--- config.mk ---
export PLATFORM = sky130hd
export DESIGN_NAME = yd_dbus_timer
export DESIGN_NICKNAME = d
export VERILOG_FILES = /design/src/rtl/yd_timer_pkg.sv /design/src/rtl/yd_timer_presc.sv /design/src/rtl/yd_dbus_timer.sv
export SDC_FILE = /design/constraint.sdc
export NUM_CORES = 1
export LEC_CHECK = 0
export CAP_MARGIN = 20
export CORE_ASPECT_RATIO = 0.9
export CORE_UTILIZATION = 54
export DETAILED_ROUTE_END_ITERATION = 12
export PLACE_DENSITY_LB_ADDON = 0.05
export RECOVER_POWER = 25
export SYNTH_ARGS = -nofsm -noshare
export SYNTH_HDL_FRONTEND = slang
export SYNTH_HIERARCHICAL = 1
export SYNTH_SLANG_ARGS = --single-unit
--- constraint.sdc ---
create_clock -name clk -period 3.15 [get_ports clk]
set_input_delay 0.7875 -clock clk [delete_from_list [all_inputs] [get_ports clk]]
set_output_delay 0.7875 -clock clk [all_outputs]
set_load 0.005 [all_outputs]
--- src/rtl/yd_timer_pkg.sv ---
// rtl/yd_timer_pkg.sv - register offsets, bit positions and CTRL layout for yd_dbus_timer
package yd_timer_pkg;

  // Register offsets within the 8-word window
  localparam logic [2:0] OFF_CTRL   = 3'd0;
  localparam logic [2:0] OFF_LOAD   = 3'd1;
  localparam logic [2:0] OFF_COUNT  = 3'd2;
  localparam logic [2:0] OFF_STATUS = 3'd3;
  localparam logic [2:0] OFF_CMP    = 3'd4;

  // CTRL bit positions
  localparam int CTRL_EN        = 0;
  localparam int CTRL_AUTO      = 1;
  localparam int CTRL_IE        = 2;
  localparam int CTRL_CIE       = 3;
  localparam int CTRL_PRESC_LSB = 8;
  localparam int CTRL_PRESC_W   = 8;

  // STATUS bit positions
  localparam int STATUS_EXP  = 0;
  localparam int STATUS_PEND = 1;
  localparam int STATUS_OVF  = 2;
  localparam int STATUS_CMPF = 3;

  typedef struct packed {
    logic [CTRL_PRESC_W-1:0] presc;
    logic                    cie;
    logic                    ie;
    logic                    auto_rl;
    logic                    en;
  } ctrl_t;

  // Bus view of CTRL: prescale in the high byte, unused bits [7:4] read 0
  function automatic logic [15:0] ctrl_pack(input ctrl_t c);
    return {c.presc, 4'b0000, c.cie, c.ie, c.auto_rl, c.en};
  endfunction

endpackage

--- src/rtl/yd_timer_presc.sv ---
// rtl/yd_timer_presc.sv - prescaler counter producing a tick every presc+1 enabled cycles
module yd_timer_presc #(
  parameter int PRESC_W = 8
) (
  input  logic               clk,
  input  logic               rst,
  input  logic               en,
  input  logic [PRESC_W-1:0] presc,
  output logic               tick
);

  localparam logic [PRESC_W-1:0] PCNT_ONE = PRESC_W'(1);

  logic [PRESC_W-1:0] pcnt;

  // The tick fires on the last cycle of each prescale period; a zero
  // prescale therefore ticks on every enabled cycle.
  assign tick = en && (pcnt == presc);

  // Phase counter: parked at 0 while disabled, wraps to 0 on each tick
  always_ff @(posedge clk) begin
    if (rst) begin
      pcnt <= '0;
    end else if (!en) begin
      pcnt <= '0;
    end else if (tick) begin
      pcnt <= '0;
    end else begin
      pcnt <= pcnt + PCNT_ONE;
    end
  end

endmodule

--- src/rtl/yd_dbus_timer.sv ---
// rtl/yd_dbus_timer.sv - memory-mapped countdown timer with interrupt handshake; compare unit under YD_TIMER_CMP_EN
module yd_dbus_timer
  import yd_timer_pkg::*;
#(
  parameter logic [15:0] BASE_ADDR = 16'hFF00,
  parameter int          PRESC_W   = 8
) (
  input  logic        clk,
  input  logic        rst,
  input  logic [15:0] d_addr,
  input  logic [15:0] d_din,
  input  logic        d_we,
  output logic [15:0] d_dout,
  output logic        int_vld,
  input  logic        int_rdy,
  output logic        tick_o
);

`ifdef YD_TIMER_CMP_EN
  localparam logic CIE_IMPL = 1'b1;
`else
  localparam logic CIE_IMPL = 1'b0;
`endif

  // Register state
  ctrl_t       ctrl_q;
  logic [15:0] load_q;
  logic [15:0] count_q;
  logic        exp_q;
  logic        ovf_q;
  logic        pend_q;
`ifdef YD_TIMER_CMP_EN
  logic [15:0] cmp_q;
  logic        cmpf_q;
`endif

  // Bus decode
  logic        sel;
  logic [2:0]  off;
  logic        wr;
  logic        wr_ctrl;
  logic        wr_load;
  logic        wr_count;
  logic        wr_status;
`ifdef YD_TIMER_CMP_EN
  logic        wr_cmp;
`endif
  logic [15:0] rdata;

  // Timer events
  logic        tick;
  logic        tick_eff;
  logic        expire;
  logic        cmp_hit;
  logic        pend_set;
  logic        exp_clr;
  logic        ovf_clr;

  assign sel       = (d_addr[15:3] == BASE_ADDR[15:3]);
  assign off       = d_addr[2:0];
  assign wr        = d_we && sel;
  assign wr_ctrl   = wr && (off == OFF_CTRL);
  assign wr_load   = wr && (off == OFF_LOAD);
  assign wr_count  = wr && (off == OFF_COUNT);
  assign wr_status = wr && (off == OFF_STATUS);
`ifdef YD_TIMER_CMP_EN
  assign wr_cmp    = wr && (off == OFF_CMP);
`endif

  yd_timer_presc #(
    .PRESC_W (PRESC_W)
  ) u_presc (
    .clk   (clk),
    .rst   (rst),
    .en    (ctrl_q.en),
    .presc (ctrl_q.presc[PRESC_W-1:0]),
    .tick  (tick)
  );

  assign tick_o = tick;

  // A software COUNT write consumes the tick of the same cycle, so it
  // neither decrements, reloads nor raises any event from that tick.
  assign tick_eff = tick && !wr_count;
  assign expire   = tick_eff && (count_q == 16'h0000);

`ifdef YD_TIMER_CMP_EN
  // Compare matches against the value before this tick's decrement
  assign cmp_hit = tick_eff && (count_q == cmp_q);
`else
  assign cmp_hit = 1'b0;
`endif

  assign pend_set = ctrl_q.ie && (expire || (cmp_hit && ctrl_q.cie));
  assign exp_clr  = wr_status && d_din[STATUS_EXP];
  assign ovf_clr  = wr_status && d_din[STATUS_OVF];

  // Interrupt is offered combinationally so a pending request and a ready
  // core meet in the same cycle; PEND drops on that edge.
  assign int_vld = pend_q && int_rdy;

  // CTRL: software write wins over the one-shot self-disable
  always_ff @(posedge clk) begin
    if (rst) begin
      ctrl_q <= '0;
    end else if (wr_ctrl) begin
      ctrl_q.en      <= d_din[CTRL_EN];
      ctrl_q.auto_rl <= d_din[CTRL_AUTO];
      ctrl_q.ie      <= d_din[CTRL_IE];
      ctrl_q.cie     <= d_din[CTRL_CIE] && CIE_IMPL;
      ctrl_q.presc   <= d_din[CTRL_PRESC_LSB +: CTRL_PRESC_W];
    end else if (expire && !ctrl_q.auto_rl) begin
      ctrl_q.en      <= 1'b0;
    end
  end

  // LOAD: plain software register holding the reload value
  always_ff @(posedge clk) begin
    if (rst) begin
      load_q <= '0;
    end else if (wr_load) begin
      load_q <= d_din;
    end
  end

  // COUNT: direct load on write, otherwise count down / reload / park on tick
  always_ff @(posedge clk) begin
    if (rst) begin
      count_q <= '0;
    end else if (wr_count) begin
      count_q <= d_din;
    end else if (tick) begin
      if (count_q != 16'h0000) begin
        count_q <= count_q - 16'h0001;
      end else if (ctrl_q.auto_rl) begin
        count_q <= load_q;
      end else begin
        count_q <= 16'h0000;
      end
    end
  end

  // STATUS sticky flags: a new event outranks the write-1-clear. OVF only
  // counts an expiry that lands on an unacknowledged EXP.
  always_ff @(posedge clk) begin
    if (rst) begin
      exp_q <= 1'b0;
      ovf_q <= 1'b0;
    end else begin
      exp_q <= (exp_q && !exp_clr) || expire;
      ovf_q <= (ovf_q && !ovf_clr) || (expire && exp_q && !exp_clr);
    end
  end

  // PEND: cleared by an accepted pulse, re-armed by any coincident event
  always_ff @(posedge clk) begin
    if (rst) begin
      pend_q <= 1'b0;
    end else begin
      pend_q <= pend_set || (pend_q && !int_rdy);
    end
  end

`ifdef YD_TIMER_CMP_EN
  // CMP register and its sticky match flag
  always_ff @(posedge clk) begin
    if (rst) begin
      cmp_q  <= '0;
      cmpf_q <= 1'b0;
    end else begin
      if (wr_cmp) begin
        cmp_q <= d_din;
      end
      cmpf_q <= (cmpf_q && !(wr_status && d_din[STATUS_CMPF])) || cmp_hit;
    end
  end
`endif

  // Read mux over the current register state; unmapped offsets read 0
  always_comb begin
    rdata = 16'h0000;
    case (off)
      OFF_CTRL:   rdata = ctrl_pack(ctrl_q);
      OFF_LOAD:   rdata = load_q;
      OFF_COUNT:  rdata = count_q;
      OFF_STATUS: begin
        rdata[STATUS_EXP]  = exp_q;
        rdata[STATUS_PEND] = pend_q;
        rdata[STATUS_OVF]  = ovf_q;
`ifdef YD_TIMER_CMP_EN
        rdata[STATUS_CMPF] = cmpf_q;
`endif
      end
`ifdef YD_TIMER_CMP_EN
      OFF_CMP:    rdata = cmp_q;
`endif
      default:    rdata = 16'h0000;
    endcase
  end

  // Registered read port; drives 0 when unselected so it can be OR-ed
  always_ff @(posedge clk) begin
    if (rst) begin
      d_dout <= '0;
    end else if (sel) begin
      d_dout <= rdata;
    end else begin
      d_dout <= '0;
    end
  end

endmodule
# --- After elaboration in Yosys (flattened, before gate mapping) ---
# Index checks and enable logic that the tools add are counted.
totals:
  reg_bits: 70
  output_inout_bits: 18
classes:
  add_sub_neg: 2
  n_eq_ne: 5
  bitwise: 2
  reduce_logical: 33
  mux: 8
ops:
  columns: ["op", "count"]
  rows:
  - ["16-bit two-way mux", 4]
  - ["13-bit one-hot mux with 3 select lines", 1]
  - ["1-bit logical AND", 18]
  - ["16-bit logical NOT", 1]
  - ["16-bit nonzero test", 1]
  - ["16-bit by 1-bit subtractor with 16-bit output, second input constant", 1]
  - ["13-bit == test, second input constant", 1]
  - ["3-bit one-hot mux with 4 select lines", 1]
  - ["8-bit by 1-bit adder with 8-bit output, second input constant", 1]
  - ["8-bit == test", 1]
  - ["3-bit by 2-bit == test with 1-bit output, second input constant", 2]
  - ["1-bit logical NOT", 5]
  - ["2-bit nonzero test", 2]
  - ["3-bit by 1-bit == test with 1-bit output, second input constant", 1]
  - ["3-bit logical NOT", 1]
  - ["1-bit logical OR", 3]
  - ["3-bit OR reduction", 1]
  - ["1-bit two-way mux", 2]
  - ["1-bit NOT", 2]
  - ["2-bit OR reduction", 1]

# --- Logic depth before layout (Yosys ltp) ---
depth:
  ltp_word: 9
  ltp_mapped: 10
  depth_no_buf: 8

# --- By module ---
# Netlist, hierarchy kept.
by_module_without_submodules:
  columns: ["mod", "instances", "area_each_um2", "cells_each"]
  rows:
  - ["yd_dbus_timer", 1, 3229.3, 400]
  - ["yd_timer_presc", 1, 474.2, 48]

# --- Worst setup path after synthesis ---
# Ideal clock, no wire load.
synth_timing:
  kind: "input to register"
  from: "input d_addr[2]"
  to: "register load_q[10]"
  arrival_ns: 2.292
  n_path_buf: 2
  cell_stages: 7
  path_slack_ns: 0.787
  setup_time_ns: 0.070
  cell_sequence: "or4_4 nor4_4 and2_1 buf_6 buf_12 nand2_2 a21oi_2"
synth_between:
  elab_chain_len: 2
synth_rtl:
  columns: ["element", "line_no", "source"]
  rows:
  - ["start: declaration", "yd_dbus_timer.sv:10", "input logic [15:0] d_addr,"]
  - ["3-bit by 1-bit == test with 1-bit output", "yd_dbus_timer.sv:63", "assign wr_load = wr && (off == OFF_LOAD);"]
  - ["1-bit logical AND", "yd_dbus_timer.sv:63", null]
  - ["end signal: assignment", "yd_dbus_timer.sv:122", "load_q <= d_din;"]
  - ["end: declaration", "yd_dbus_timer.sv:27", "logic [15:0] load_q;"]
# No other way between the ends.
# A chain may end at the register's enable or synchronous reset.

# --- Worst setup path in the final report ---
layout_timing:
  from: "register u_presc.pcnt[2]"
  to: "output tick_o"
layout_between:
  elab_chain_len: 2
layout_rtl:
  columns: ["element", "line_no", "source"]
  rows:
  - ["start: declaration", "yd_timer_presc.sv:14", "logic [PRESC_W-1:0] pcnt;"]
  - ["start signal: assignment", "yd_timer_presc.sv:29", "pcnt <= pcnt + PCNT_ONE;"]
  - ["8-bit == test", "yd_timer_presc.sv:18", "assign tick = en && (pcnt == presc);"]
  - ["1-bit logical AND", "yd_timer_presc.sv:18", null]
  - ["end: declaration", "yd_dbus_timer.sv:16", "output logic tick_o"]
# No other way between the ends.

==> flow_metrics.env <==
export IMPL_status="finished with violations"
export IMPL_failed_checks="max-capacitance violations, max-slew violations"
export IMPL_yosys_register_bits=70
export IMPL_synth_largest_area_cell="dfxtp_1"
export IMPL_syn_cell_area_um2=3700
export IMPL_worst_hold_path_endpoint="load_q[15]$_SDFFE_PP0P_"
export IMPL_reg2regPathDepth=9
export IMPL_cts_resized=0
export IMPL_required_ns=2.36
export IMPL_fmax_mhz=348
export IMPL_grt_pass1_vias=3369
export IMPL_syn_inst=448
export IMPL_cts_buffers=9
export IMPL_synth_cell_types=52
export IMPL_final_antenna_net_count=0
export IMPL_setup_viol=0
export IMPL_critical_path_max_stage_delay_ns=0.50
export IMPL_first_iter_violations=269
export IMPL_cts_sinks=70
export IMPL_fin_crit_ns=2.87
export IMPL_design_die_area_um2=7190
export IMPL_dieWidth_um=89.3
export IMPL_clockRootBuffer="clkbuf_8"
export IMPL_r2r_start="u_presc/pcnt[2]$_SDFF_PP0_"
export IMPL_cts_htree_levels=3
export IMPL_hold_viol=0
export IMPL_dp_hpwl_um=6970
export IMPL_async_reset_ff_share_pct=0
export IMPL_leakage_nw=1.60
export IMPL_io_buffers=53
export IMPL_crit_chain="xor2_1, nor4_4, buf_4, and3_1, clkdlybuf4s50_1"
export IMPL_clock_skew_ns=0.00750
export IMPL_end_kind="output pin"
export IMPL_rows=28
export IMPL_clkSlewWorstSetupHoldPaths_ns=0.07
export IMPL_cts_hold_buffers=0
export IMPL_hp_class="flop to flop"
export IMPL_core_um2=6590
export IMPL_path_depth=5
export IMPL_grt_use_total_pct=29.8
export IMPL_total_power_mw=1.62
export IMPL_ys_seq_area_share_pct=37.8
export IMPL_critPathLaunchType="flop"
export IMPL_synth_edf_count=0
export IMPL_hold_depth=2
export IMPL_crit_arrival_ns=2.09
export IMPL_crit_family="buffers and inverters"
export IMPL_ys_flop_type="dfxtp_1"
export IMPL_start_util_pct=56.2
export IMPL_crit_type="flop to output pin"
export IMPL_avgSynthCellArea_um2=8.27
export IMPL_num_fill_cells=577
export IMPL_final_common_cell="dfxtp_1"
export IMPL_worstMarginPinSlew_ns=1.68
export IMPL_boundaryPins=54
export IMPL_die_h_um=80.6
export IMPL_drive_gt1_share_pct=13.5
export IMPL_num_vias=3547
export IMPL_routed_wl_um=9770
export IMPL_yosysWarnings=6
export IMPL_grt_pass1_wl_um=16000
export IMPL_post_route_period_util_pct=91.3
export IMPL_hp_start="load_q[15]$_SDFFE_PP0P_"
export IMPL_ir_worst_vdd_v=0.000278
export IMPL_final_net_count=536
export IMPL_powerDensity_nw_per_um2=362
export IMPL_yosys_area_top_type_share_pct=37.8
export IMPL_path_max_fanout=9
export IMPL_first_pass_iters=5
export IMPL_final_util_pct=67.8
export IMPL_viasPerCell=5.99
export IMPL_syn2layout_area_growth_pct=20.6
export IMPL_n_antenna_cell=0
export IMPL_gp_congestion=0.904
export IMPL_drc=0
export IMPL_wl_per_cell_um=16.5
export IMPL_synth_area_leaders="dfxtp_1 38%, nand2_1 6.5%, a21oi_1 5.9%, nor2_1 4.1%, a211oi_1 2.8%"
export IMPL_post_cts_buffers=0
export IMPL_cts_tree="yes"
export IMPL_drv_slew=36
export IMPL_syn_nets=487
export IMPL_grt_overflow=0
export IMPL_cts_buffer_depth=2
export IMPL_crit_path_top_delay_cell="clkdlybuf4s50_1"
export IMPL_layout_common_cells="70 x dfxtp_1, 64 x nand2_1, 44 x a21oi_1"
export IMPL_antenna_found_initial=0
export IMPL_clk_latency_ns=0.36
export IMPL_crit_buf_inv=2
export IMPL_rsz0062_at_grt="no"
export IMPL_reg2reg_to="count_q[0]$_SDFFE_PP0P_"
export IMPL_drv_cap=1
export IMPL_maxSlewHeadroom_pct=-11.7
export IMPL_worst_r2r_setup_slack_ns=0.54
export IMPL_grt_max_degree=36
export IMPL_fin_setup_tns_ns=0
==> logic make-up after synthesis <==
kind of cell	after synthesis	share of synthesized area [%]
buffers and inverters	40	5.34
multiplexers	11	3.99
flip-flops	70	37.8
adder cells (fa/ha/maj)	3	1.01
XOR/XNOR	16	3.78
AND/OR/NAND/NOR	196	28.6
AO/OA/AOI/OAI	112	19.5
==> worst max path at each step <==
stage	from	slack [ns]	endpoint
floorplan	d_addr[2]	0.79	load_q[10]$_SDFFE_PP0P_
detailed placement	d_addr[2]	0.15	ctrl_q[0]$_SDFFE_PP0P_
global route	u_presc/pcnt[2]$_SDFF_PP0_	0.18	tick_o
global placement	d_addr[2]	0.18	ctrl_q[0]$_SDFFE_PP0P_
CTS	u_presc/pcnt[2]$_SDFF_PP0_	0.26	tick_o
finish	u_presc/pcnt[2]$_SDFF_PP0_	0.28	tick_o
==> report_power, final <==
part / internal [mW] / switching [mW]
Combinational: 0.0525 / 0.0463
Clock: 0.300 / 0.336
Sequential: 0.884 / 0.00000936
==> final cells by class <==
type                       count  area, um2  area share (%)
multi-input combinational    338       2100            47.1
sequential                    70       1400            31.4
timing repair buffer          71        657            14.7
clock buffer                  11        141            3.16
tap                           90        113            2.52
inverter                       7       26.3           0.588
clock inverter                 5       25.0           0.560
==> synthesized netlist by cell type (4+ instances only) <==
master    instances
dfxtp_1          70
a22oi_1           5
mux2i_1           8
nor3_1            7
nor4b_1           4
nand2_1          64
nor4_4            4
clkbuf_1         21
nor2_1           40
nand4_1          10
xor2_1           10
a211oi_1         14
a221oi_1          5
o21ai_0          14
nand2_2          11
a21oi_2          10
o21bai_1          8
buf_2             4
and3_1           11
a21oi_1          44
nand3_1          12
xnor2_1           6
and2_1            4
inv_1             7
nand3b_1          5
==> flip-flops by register name, summed over array words and instances (netlist names) <==
signal,count
pend_q,1
ctrl_q,11
load_q,16
exp_q,1
count_q,16
u_presc/pcnt,8
ovf_q,1
d_dout,16
==> per-stage QoR <==
stage | hold slack [ns] | worst slack, ns | cells | area (um2)
2_1_floorplan | 0.429 | 0.787 | 448 | 3700
3_3_place_gp | 0.441 | 0.184 | 576 | 4310
3_5_place_dp | 0.464 | 0.153 | 576 | 4310
4_1_cts | 0.474 | 0.260 | 592 | 4470
5_1_grt | 0.486 | 0.184 | 592 | 4470
6_report | 0.474 | 0.275 | 592 | 4470
==> per-layer routing <==
metal	vias to the layer above	global-route usage (%)	wire length [um]
met1	1704	36.5	4240
met4	0	10.8	138
li1	1703	-	-
met5	-	0	0
met2	126	50.2	4760
met3	14	7.30	631
==> worst min-delay path, delay by kind of cell, from the launching register on <==
family | cells | cell delay (ns)
simple gates | 1 | 0.06
flops | 1 | 0.32
compound gates | 1 | 0.05
Power figures use the tool's default switching activity.
